**src/rtl/spi_ram_arbiter.sv**
```systemverilog
// Arbitrates one single-port RAM between a decoded SPI command stream and a host port.
// Define SPI_RAM_RR_ARB_EN for round-robin arbitration; default build gives SPI fixed priority.
//
// state      | meaning
// S_IDLE     | pick the next requester, no RAM access
// S_ACC_SPI  | RAM access for the queued SPI command
// S_ACC_HOST | RAM access for the host, host_gnt high
// S_RESP     | ram_rdata valid, latched into tx_data or host_rdata
module spi_ram_arbiter #(
    parameter int ADDR_SIZE = 8
) (
    input  logic                 clk,
    input  logic                 rst_n,
    input  logic [9:0]           rx_data,
    input  logic                 rx_valid,
    output logic [7:0]           tx_data,
    output logic                 tx_valid,
    input  logic                 host_req,
    input  logic                 host_we,
    input  logic [ADDR_SIZE-1:0] host_addr,
    input  logic [7:0]           host_wdata,
    output logic                 host_gnt,
    output logic [7:0]           host_rdata,
    output logic                 host_rvalid,
    output logic                 ram_en,
    output logic                 ram_we,
    output logic [ADDR_SIZE-1:0] ram_addr,
    output logic [7:0]           ram_wdata,
    input  logic [7:0]           ram_rdata,
    output logic                 spi_ovf
);

    localparam logic [1:0] S_IDLE     = 2'd0;
    localparam logic [1:0] S_ACC_SPI  = 2'd1;
    localparam logic [1:0] S_ACC_HOST = 2'd2;
    localparam logic [1:0] S_RESP     = 2'd3;

    logic [1:0]           state_q, state_d;
    logic [ADDR_SIZE-1:0] wr_addr_q, wr_addr_d, rd_addr_q, rd_addr_d;
    logic [ADDR_SIZE-1:0] pend_addr_q, pend_addr_d;
    logic                 pend_q, pend_d, pend_we_q, pend_we_d;
    logic [7:0]           pend_data_q, pend_data_d;
    logic                 resp_host_q, resp_host_d;
    logic [7:0]           tx_data_q, tx_data_d, host_rdata_q, host_rdata_d;
    logic                 tx_valid_q, tx_valid_d, host_rvalid_q, host_rvalid_d;
    logic                 ovf_q, ovf_d;

    logic [1:0] cmd;
    logic [7:0] payload;
    logic       set, clr, busy, spi_first;

    assign cmd     = rx_data[9:8];
    assign payload = rx_data[7:0];
    assign set     = rx_valid & cmd[0];
    assign clr     = (state_q == S_ACC_SPI);
    assign busy    = pend_q & ~clr;

`ifdef SPI_RAM_RR_ARB_EN
    logic last_host_q, last_host_d;

    // On a tie the requester not served last wins; reset favours SPI.
    assign spi_first = ~host_req | last_host_q;

    always_comb begin
        last_host_d = last_host_q;
        if (state_q == S_ACC_SPI)
            last_host_d = 1'b0;
        else if (state_q == S_ACC_HOST)
            last_host_d = 1'b1;
    end

    always_ff @(posedge clk) begin
        if (!rst_n)
            last_host_q <= 1'b1;
        else
            last_host_q <= last_host_d;
    end
`else
    assign spi_first = 1'b1;
`endif

    // Address and data are frozen at accept time; a busy queue drops the new command.
    always_comb begin
        wr_addr_d   = wr_addr_q;
        rd_addr_d   = rd_addr_q;
        pend_d      = pend_q & ~clr;
        pend_we_d   = pend_we_q;
        pend_addr_d = pend_addr_q;
        pend_data_d = pend_data_q;
        ovf_d       = 1'b0;
        if (rx_valid && cmd == 2'b00)
            wr_addr_d = ADDR_SIZE'(payload);
        if (rx_valid && cmd == 2'b10)
            rd_addr_d = ADDR_SIZE'(payload);
        if (set) begin
            if (busy) begin
                ovf_d = 1'b1;
            end else begin
                pend_d      = 1'b1;
                pend_we_d   = ~cmd[1];
                pend_addr_d = cmd[1] ? rd_addr_q : wr_addr_q;
                pend_data_d = payload;
            end
        end
    end

    always_comb begin
        state_d       = state_q;
        resp_host_d   = resp_host_q;
        tx_data_d     = tx_data_q;
        tx_valid_d    = 1'b0;
        host_rdata_d  = host_rdata_q;
        host_rvalid_d = 1'b0;
        case (state_q)
            S_IDLE: begin
                if (pend_q && spi_first)
                    state_d = S_ACC_SPI;
                else if (host_req)
                    state_d = S_ACC_HOST;
            end
            S_ACC_SPI: begin
                resp_host_d = 1'b0;
                state_d     = pend_we_q ? S_IDLE : S_RESP;
            end
            S_ACC_HOST: begin
                resp_host_d = 1'b1;
                state_d     = host_we ? S_IDLE : S_RESP;
            end
            default: begin
                state_d = S_IDLE;
                if (resp_host_q) begin
                    host_rdata_d  = ram_rdata;
                    host_rvalid_d = 1'b1;
                end else begin
                    tx_data_d  = ram_rdata;
                    tx_valid_d = 1'b1;
                end
            end
        endcase
    end

    always_comb begin
        ram_en    = 1'b0;
        ram_we    = 1'b0;
        ram_addr  = '0;
        ram_wdata = '0;
        host_gnt  = 1'b0;
        if (state_q == S_ACC_SPI) begin
            ram_en    = 1'b1;
            ram_we    = pend_we_q;
            ram_addr  = pend_addr_q;
            ram_wdata = pend_data_q;
        end else if (state_q == S_ACC_HOST) begin
            ram_en    = 1'b1;
            ram_we    = host_we;
            ram_addr  = host_addr;
            ram_wdata = host_wdata;
            host_gnt  = 1'b1;
        end
    end

    always_ff @(posedge clk) begin
        if (!rst_n) begin
            state_q       <= S_IDLE;
            wr_addr_q     <= '0;
            rd_addr_q     <= '0;
            pend_q        <= 1'b0;
            pend_we_q     <= 1'b0;
            pend_addr_q   <= '0;
            pend_data_q   <= '0;
            resp_host_q   <= 1'b0;
            tx_data_q     <= '0;
            tx_valid_q    <= 1'b0;
            host_rdata_q  <= '0;
            host_rvalid_q <= 1'b0;
            ovf_q         <= 1'b0;
        end else begin
            state_q       <= state_d;
            wr_addr_q     <= wr_addr_d;
            rd_addr_q     <= rd_addr_d;
            pend_q        <= pend_d;
            pend_we_q     <= pend_we_d;
            pend_addr_q   <= pend_addr_d;
            pend_data_q   <= pend_data_d;
            resp_host_q   <= resp_host_d;
            tx_data_q     <= tx_data_d;
            tx_valid_q    <= tx_valid_d;
            host_rdata_q  <= host_rdata_d;
            host_rvalid_q <= host_rvalid_d;
            ovf_q         <= ovf_d;
        end
    end

    assign tx_data     = tx_data_q;
    assign tx_valid    = tx_valid_q;
    assign host_rdata  = host_rdata_q;
    assign host_rvalid = host_rvalid_q;
    assign spi_ovf     = ovf_q;

endmodule

```
**config.mk**
```make
export PLATFORM = sky130hd
export DESIGN_NAME = spi_ram_arbiter
export DESIGN_NICKNAME = d
export VERILOG_FILES = /design/src/rtl/spi_ram_arbiter.sv
export SDC_FILE = /design/constraint.sdc
export NUM_CORES = 1
export LEC_CHECK = 0
export BUFFER_PORTS_ARGS = -buffer_cell sky130_fd_sc_hd__buf_2
export CAP_MARGIN = 5
export CORE_MARGIN = 4
export CORE_UTILIZATION = 54
export CTS_CLUSTER_DIAMETER = 120
export CTS_CLUSTER_SIZE = 14
export DETAILED_ROUTE_END_ITERATION = 10
export GPL_ROUTABILITY_DRIVEN = 0
export PLACE_DENSITY = 0.92
export SLEW_MARGIN = 20
export SYNTH_ARGS = -nofsm -noshare
export SYNTH_HDL_FRONTEND = slang
export SYNTH_SLANG_ARGS = --single-unit
```
**constraint.sdc**
```tcl
create_clock -name clk -period 3 [get_ports clk]
set_input_delay 0.3 -clock clk [delete_from_list [all_inputs] [get_ports clk]]
set_output_delay 0.3 -clock clk [all_outputs]
set_load 0.1 [all_outputs]
```
# After elaboration in Yosys (flattened, before gate mapping)

Cells that the tools add are included.

Muxes and demuxes: 20
Reduce and logical (&&, ||, !) cells: 11
Bitwise operators: 8
Eq/ne operators: 4

Operators with widths:

| kind                                                                  | number |
|---|---|
| 8-bit 2-to-1 mux                                                      | 5 |
| 1-bit 2-to-1 mux                                                      | 9 |
| 2-bit 2-to-1 mux                                                      | 4 |
| 2-bit AND reduction                                                   | 4 |
| 1-bit NOT                                                             | 6 |
| 2-bit case mux with 3 select lines                                    | 1 |
| 2-bit equality test, second input constant                            | 2 |
| 2-bit zero test                                                       | 2 |
| 4-bit OR reduction                                                    | 1 |
| 3-bit != test, second input constant                                  | 1 |
| 3-bit OR reduction                                                    | 1 |
| 1-bit AND                                                             | 2 |
| 2-bit by 1-bit equality test with 1-bit output, second input constant | 1 |
| 1-bit logical AND                                                     | 2 |
| 1-bit case mux with 2 select lines                                    | 1 |
| 2-bit nonzero test                                                    | 1 |

Word-level logic and storage cells: 56
Bits in registers: 56
Output and inout bits: 38

# Longest topological paths before layout

Gate-level depths: netlist of run 1.

Word-level depth: 5
Gate-level depth with buffers: 7

# Least setup slack after synthesis of run 1

No wires, ideal clock.

Kind: flip-flop to output port
Start: reg state_q[1]
End: out ram_addr[6]
Arrival: 2987 ps
Path slack: -287 ps
Data required time: 2700 ps
Path buffers: 1
Stages on the path, launching flop included: 5
Cells stage by stage: dfxtp_1 -> inv_1 -> ha_1 -> clkbuf_1 -> o21ai_0

Word-level cells in the longest chain between the ends: 3
Elaborated cells on any way between the ends: 4
Classes of those cells: 2 x eq/ne; 2 x mux

RTL lines:

| element                | RTL line | source |
|---|---|---|
| from (decl)            | 38       | `logic [1:0] state_q, state_d;` |
| from (signal assigned) | 178      | `state_q <= state_d;` |
| 2-bit equality test    | 153      | `end else if (state_q == S_ACC_HOST) begin` |
| 8-bit 2-to-1 mux       | 153      |  |
| 8-bit 2-to-1 mux (*)   | 148      | `if (state_q == S_ACC_SPI) begin` |
| to (decl)              | 27       | `output logic [ADDR_SIZE-1:0] ram_addr,` |

Every way passes the cells marked *; elsewhere a longest branch is shown, timed or not.

# Worst setup path in the final report of run 1

Start: reg state_q[0]
End: out ram_addr[1]

Same word-level chain as after synthesis.

==> results of run 1 <==
-- power groups by stage --
stage	clock network, mW	logic [mW]	registers (mW)
final	0.434	1.42	0.836
after detailed placement	0	1.42	0.851
after global placement	0	1.40	0.846
after CTS	0.433	1.42	0.834
after floorplan	0	0.944	0.933
after global routing	0.464	1.47	0.842
-- cells in the mapped netlist, drive strengths merged --
cell type and instances:
a211oi 9, a22o 16, a21oi 34, nor2b 3, inv 6, clkbuf 11, a222oi 2, nand3 16
nand3b 2, nand2 28, mux2i 25, ha 5, nor3b 1, nor4 1, dfxtp 56, buf 11
or3b 1, o32ai 2, nor4b 1, nor3 1, and2 1, nor2 18, o21ai 9, nand2b 3
-- routing by layer --
| layer | track usage [%] | wire length, um | vias to the layer above |
|---|---|---|---|
| li1 | - | - | 1053 |
| met1 | 28.3 | 2530 | 1012 |
| met2 | 36.6 | 3030 | 69 |
| met3 | 5.07 | 360 | 10 |
| met4 | 6.13 | 81 | 0 |
| met5 | 0 | 0 | - |
-- through the flow --
stage	cell area (sq um)	cells	hold slack, ns
3_5_place_dp	2990	371	0.444
2_1_floorplan	2410	262	0.436
3_3_place_gp	2990	371	0.440
5_1_grt	3090	378	0.228
4_1_cts	3090	378	0.240
6_report	3090	378	0.240
-- how the worst max path moves through the flow --
stage             endpoint  slack (ns)
2_1_floorplan  ram_addr[6]        0.47
3_3_place_gp   ram_addr[5]        0.92
3_5_place_dp   ram_addr[1]        0.80
4_1_cts        ram_addr[1]        0.47
5_1_grt        ram_addr[3]        0.31
6_report       ram_addr[1]        0.43
-- worst max-delay path: stages (launching register included) --
cell     delay [ns]
dfxtp_1        0.35
inv_1          0.13
ha_1           0.30
nor2b_1        0.55
buf_4          0.27
a22o_1         0.19
buf_12         0.18
-- registers in the layout (all words and copies together), names as in the netlist, 2 cells and up --
signal       count
rd_addr_q        8
tx_data          8
pend_data_q      8
state_q          2
host_rdata       8
wr_addr_q        8
pend_addr_q      8
-- cell families after synthesis --
kind of cell    count (synthesis)
simple gates                   76
compound gates                 72
flops                          56
buf+inv                        28
mux                            25
fa+ha+maj                       5
-- area by class of cell --
| cell class | instances | share of cell area, % |
|---|---|---|
| Multi-Input combinational cell | 178 | 36.9 |
| Clock buffer | 7 | 3.12 |
| Sequential cell | 56 | 36.3 |
| Timing Repair Buffer | 79 | 20.8 |
| Tap cell | 52 | 2.11 |
| Inverter | 6 | 0.730 |
==> impl_summary.log, run 1 <==
[metrics] post-CTS repair timing setup buffer count: 0
[metrics] number of top-level pins: 77
[metrics] number of buffers on the longest clock path: 2
[metrics] clk_lat worst skew: 0.30 ns
[metrics] Post-Route Skew: 0.00542 ns
[metrics] number of vias after detailed routing: 2144
[metrics] Worst Hold End: tx_data[7]
[metrics] critical path endpoint category: primary output
[metrics] Overall Global Routing Usage: 21.8%
[metrics] final net count: 370
[metrics] Post-Route Setup TNS: 0 ns
[metrics] max-capacitance violation count: 0
[metrics] global-route wire length before repair: 9320 um
[metrics] VDD IR max: 534 uV
[metrics] Finished Core Util: 71.4%
[metrics] Area growth syn-to-layout: 28.1%
[metrics] power per cell area: 871 mW/mm^2
[metrics] mux share of post-synthesis cell area: 10.4%
[metrics] worst slack, placed: 0.800 ns
[metrics] area share of the largest cell type after synthesis: 46.5%
[metrics] outcome: finished clean
[metrics] kind of start point of the critical path: flip-flop
[metrics] switching component of the power: 1.27 mW
[metrics] Final setup viols: 0
[metrics] Worst Tran Pin Value: 0.859 ns
[metrics] combinational share of power: 52.8%
[metrics] adder-cell share of the synthesized area: 2.60%
[metrics] Sw Share: 47.3%
[metrics] Synth cell types: 31
[metrics] final WL: 6010 um
[metrics] violation count after the first detailed-route iteration: 152
[metrics] worst endpoint required time: 2.70 ns
[metrics] net count after synthesis: 306
[metrics] Worst R2R Path Depth: 6
[metrics] drt wl/cell: 15.9 um
[metrics] fmax: 389 MHz
[metrics] Die Y-Extent: 74.8 um
[metrics] top post-synthesis cells by area: dfxtp_1 (47%), mux2i_1 (10%), a21oi_1 (7.1%), a22o_1 (5.8%), nand2_1 (4.4%)
[metrics] Die Area: 0.00560 sq mm
[metrics] library cell used as clock root buffer: clkbuf_8
[metrics] Critical Path Fanout Max: 10
[metrics] cts bufs inserted: 5
[metrics] cell internal pwr: 1.42 mW
[metrics] via count of the first global-routing pass: 2029
[metrics] simple logic cell fraction of the synthesized area: 14.7%
[metrics] number of remaining DRC errors: 0
[metrics] placeable core region: 0.00432 sq mm
[metrics] multi-input combinational cell area: 0.00114 sq mm
[metrics] first drt pass iteration count: 4
[metrics] part of the Yosys area used for sequential elements: 46.5%
[metrics] vias per cell: 5.67
[metrics] clock sink total: 56
[metrics] number of cells on the worst hold path: 3
[metrics] TritonCTS clock tree: built
[metrics] dominant combinational cell family by area after synthesis: compound AO/OA/AOI/OAI gates
[metrics] number of instances resized during post-cts repair: 0
[metrics] max_slew headroom: 42.6%
[metrics] number of hold buffers added after cts: 0
[metrics] minimum setup slack in the final design: 0.426 ns
[metrics] FF-to-FF End: pend_we_q
[metrics] part of the cycle the worst path needs: 85.8%
[metrics] total count of max-transition violations in the final report: 0
[metrics] die outline width: 74.8 um
[metrics] number of instances in the synthesized netlist: 262
[metrics] share of the synthesized area in compound gates (AO/OA/AOI/OAI): 19.5%
[metrics] type of the most critical hold path: in2reg
[metrics] Period minus WS final: 2.57 ns
[metrics] ANT cells: 0
[metrics] largest area contributor in the netlist: dfxtp_1
[metrics] Storage cell area: 0.00112 sq mm
[metrics] commonest non-fill, non-tap cells in the layout: buf_2 (60), dfxtp_1 (56), a21oi_1 (34), nand2_1 (28), mux2i_1 (25)
[metrics] antenna violations before repair: 0
[metrics] Arrival @ worst endpoint: 2.27 ns
[metrics] starting density of the core: 55.7%
[metrics] Overall Power: 2.69 mW
[metrics] part of the power in the clock network: 16.2%
[metrics] clock slew seen by the registers of the worst setup and hold paths: 0.09 ns
[metrics] Post-DP HPWL: 4290 um
[metrics] overflow left after global routing: 0
[metrics] hold violation total from the final report: 0
[metrics] Ys Warns: 0
[metrics] RSZ-0062 raised after global routing: false
[metrics] buffers added on ports: 76
[metrics] combined area of all synthesized cells: 0.00241 sq mm
[metrics] first element of the critical path: state_q[0]
[metrics] Synth Register Bits: 56
[metrics] maximum number of pins on one net before global-route repair: 55
[metrics] setup slack, reg-to-reg: 0.96 ns
[metrics] num rows: 24
[metrics] worst setup path category: reg2out
[metrics] Mean Syn Cell Area: 9.20 sq um
[metrics] fraction of layout instances using a drive strength above 1: 27.6%
[metrics] critical hold path startpoint: ram_rdata[7]
[metrics] number of filler instances in the final layout: 301
[metrics] startpoint of the most critical register-to-register path: state_q[1]
[metrics] H-tree depth: 2
[metrics] post-synthesis xor/xnor area fraction: 0%
[metrics] Static Leak: 1.33 nW
[metrics] relative contribution of sequential cells to total power: 31.1%
[metrics] number of nets with antenna violations after detailed routing: 0
[metrics] most common cell after layout, fill and taps aside: buf_2
Note: power is estimated with default switching activity, not from simulation.
==> run 2: changes to the inputs <==
--- a/config.mk
+++ b/config.mk
@@ -8,12 +8,12 @@
 export BUFFER_PORTS_ARGS = -buffer_cell sky130_fd_sc_hd__buf_2
 export CAP_MARGIN = 5
 export CORE_MARGIN = 4
-export CORE_UTILIZATION = 54
+export CORE_UTILIZATION = 50
 export CTS_CLUSTER_DIAMETER = 120
 export CTS_CLUSTER_SIZE = 14
 export DETAILED_ROUTE_END_ITERATION = 10
 export GPL_ROUTABILITY_DRIVEN = 0
-export PLACE_DENSITY = 0.92
+export PLACE_DENSITY = 0.87
 export SLEW_MARGIN = 20
 export SYNTH_ARGS = -nofsm -noshare
 export SYNTH_HDL_FRONTEND = slang
==> constraint.sdc (replaced) <==
create_clock -name clk -period 2.65 [get_ports clk]
set_input_delay 0.265 -clock clk [delete_from_list [all_inputs] [get_ports clk]]
set_output_delay 0.265 -clock clk [all_outputs]
set_load 0.1 [all_outputs]
==> run 2 against run 1 <==
Compared with the run above:
- worst setup slack worse by 0.029 ns
- combinational power is 13% higher
- flip-flop and latch count stayed put
- total power is 13% higher
- critical path type unchanged
- largest power group unchanged
==> impl_summary.log, run 2 (same netlist as run 1, synthesis figures left out) <==
[metrics] power per cell area: 980 mW/mm^2
[metrics] clock sink total: 56
[metrics] worst slack, placed: 0.732 ns
[metrics] setup slack, reg-to-reg: 0.60 ns
[metrics] placeable core region: 0.00450 sq mm
[metrics] Storage cell area: 0.00112 sq mm
[metrics] worst setup path category: reg2out
[metrics] library cell used as clock root buffer: clkbuf_8
[metrics] Worst Tran Pin Value: 0.870 ns
[metrics] fraction of layout instances using a drive strength above 1: 27.4%
[metrics] Arrival @ worst endpoint: 1.99 ns
[metrics] H-tree depth: 2
[metrics] max-capacitance violation count: 0
[metrics] buffers added on ports: 76
[metrics] clk_lat worst skew: 0.31 ns
[metrics] highest-delay cell along the critical path: buf_2
[metrics] Post-Route Skew: 0.00879 ns
[metrics] critical path endpoint category: primary output
[metrics] kind of start point of the critical path: flip-flop
[metrics] TritonCTS clock tree: built
[metrics] violation count after the first detailed-route iteration: 245
[metrics] final net count: 371
[metrics] total count of max-transition violations in the final report: 0
[metrics] number of cells on the worst hold path: 3
[metrics] cts bufs inserted: 5
[metrics] max_slew headroom: 41.9%
[metrics] antenna violations before repair: 0
[metrics] most common cell after layout, fill and taps aside: buf_2
[metrics] number of filler instances in the final layout: 340
[metrics] critical path cell sequence: inv_1, ha_1, buf_4, nand2_1, o21ai_1, buf_2
[metrics] Worst Hold End: tx_data[5]
[metrics] FF-to-FF End: pend_data_q[2]
[metrics] drt wl/cell: 15.7 um
[metrics] commonest non-fill, non-tap cells in the layout: buf_2 (60), dfxtp_1 (56), a21oi_1 (34), nand2_1 (28), mux2i_1 (25)
[metrics] Area growth syn-to-layout: 28.1%
[metrics] outcome: finished clean
[metrics] number of top-level pins: 77
[metrics] startpoint of the most critical register-to-register path: state_q[1]
[metrics] number of vias after detailed routing: 2144
[metrics] worst endpoint required time: 2.38 ns
[metrics] clock slew seen by the registers of the worst setup and hold paths: 0.09 ns
[metrics] number of remaining DRC errors: 0
[metrics] longest individual stage delay on the worst path: 0.43 ns
[metrics] global-route wire length before repair: 9860 um
[metrics] fmax: 444 MHz
[metrics] hold violation total from the final report: 0
[metrics] number of buffers on the longest clock path: 2
[metrics] via count of the first global-routing pass: 2114
[metrics] minimum setup slack in the final design: 0.397 ns
[metrics] Die Y-Extent: 77.4 um
[metrics] Finished Core Util: 68.6%
[metrics] number of hold buffers added after cts: 0
[metrics] critical hold path startpoint: ram_rdata[5]
[metrics] post-CTS repair timing setup buffer count: 0
[metrics] Static Leak: 1.33 nW
[metrics] Die Area: 0.00599 sq mm
[metrics] Final setup viols: 0
[metrics] starting density of the core: 53.5%
[metrics] number of nets with antenna violations after detailed routing: 0
[metrics] Critical Path Fanout Max: 15
[metrics] Period minus WS final: 2.25 ns
[metrics] number of instances resized during post-cts repair: 0
[metrics] Worst R2R Path Depth: 5
[metrics] vias per cell: 5.64
[metrics] final WL: 5970 um
[metrics] Overall Global Routing Usage: 20.3%
[metrics] VDD IR max: 445 uV
[metrics] multi-input combinational cell area: 0.00114 sq mm
[metrics] part of the cycle the worst path needs: 85.0%
[metrics] ANT cells: 0
[metrics] first drt pass iteration count: 4
[metrics] die outline width: 77.4 um
[metrics] num rows: 24
[metrics] Post-DP HPWL: 4380 um
[metrics] type of the most critical hold path: in2reg
[metrics] placement-stage cell area: 0.00300 sq mm
[metrics] Post-Route Setup TNS: 0 ns
[metrics] Fin Hold WS: 0.202 ns
[metrics] overflow left after global routing: 0
[metrics] RSZ-0062 raised after global routing: false
[metrics] maximum number of pins on one net before global-route repair: 55
[metrics] cell area after layout: 0.00309 sq mm
-- run 2: cell types whose count changed in the layout (fill, tap and decap cells not counted) --
cell      change
clkbuf_1      +2
clkbuf_8      -1
buf_4         +1
-- run 2: power breakdown --
group | internal (mW) | switching (mW) | total, mW
clock | 0.214 | 0.256 | 0.469
combinational | 0.484 | 1.13 | 1.61
sequential | 0.899 | 0.0464 | 0.945
total | 1.60 | 1.43 | 3.03
-- run 2: metal layers --
metal | up-vias | track usage [%] | wire length, um
li1 | 1052 | - | -
met2 | 73 | 35.1 | 2970
met4 | 0 | 8.19 | 85
met1 | 1011 | 24.9 | 2530
met5 | - | 0 | 0
met3 | 8 | 3.59 | 384
-- run 2: area by class of cell --
cell class,count,area share (%)
clock buffers,8,2.92
inverters,6,0.729
multi-input cells,178,36.9
flip-flops and latches,56,36.3
well taps,52,2.11
repair buffers,80,21.1
-- run 2: worst max-delay path: cells and delay by family (launching register included) --
kind / cells / cell delay (ns)
buffers and inverters: 3 / 0.81
DFF: 1 / 0.36
and+or+nand+nor: 1 / 0.07
adders and majority gates: 1 / 0.38
AOI/OAI and AO/OA: 1 / 0.06
-- run 2: per-stage QoR --
| step | instances | total power, mW |
|---|---|---|
| 6_report | 380 | 3.03 |
| 5_1_grt | 380 | 3.13 |
| 4_1_cts | 380 | 3.03 |
| 3_5_place_dp | 372 | 2.58 |
| 3_3_place_gp | 372 | 2.56 |
| 2_1_floorplan | 262 | 2.12 |
-- run 2: worst max path at each step --
stage               start        endpoint  depth (start not counted)
2_1_floorplan  state_q[1]     ram_addr[6]                          4
3_3_place_gp   state_q[1]     ram_addr[6]                          6
3_5_place_dp   state_q[1]  pend_addr_q[2]                          5
4_1_cts        state_q[1]     ram_addr[6]                          6
5_1_grt        state_q[1]     ram_addr[6]                          6
6_report       state_q[1]     ram_addr[6]                          6
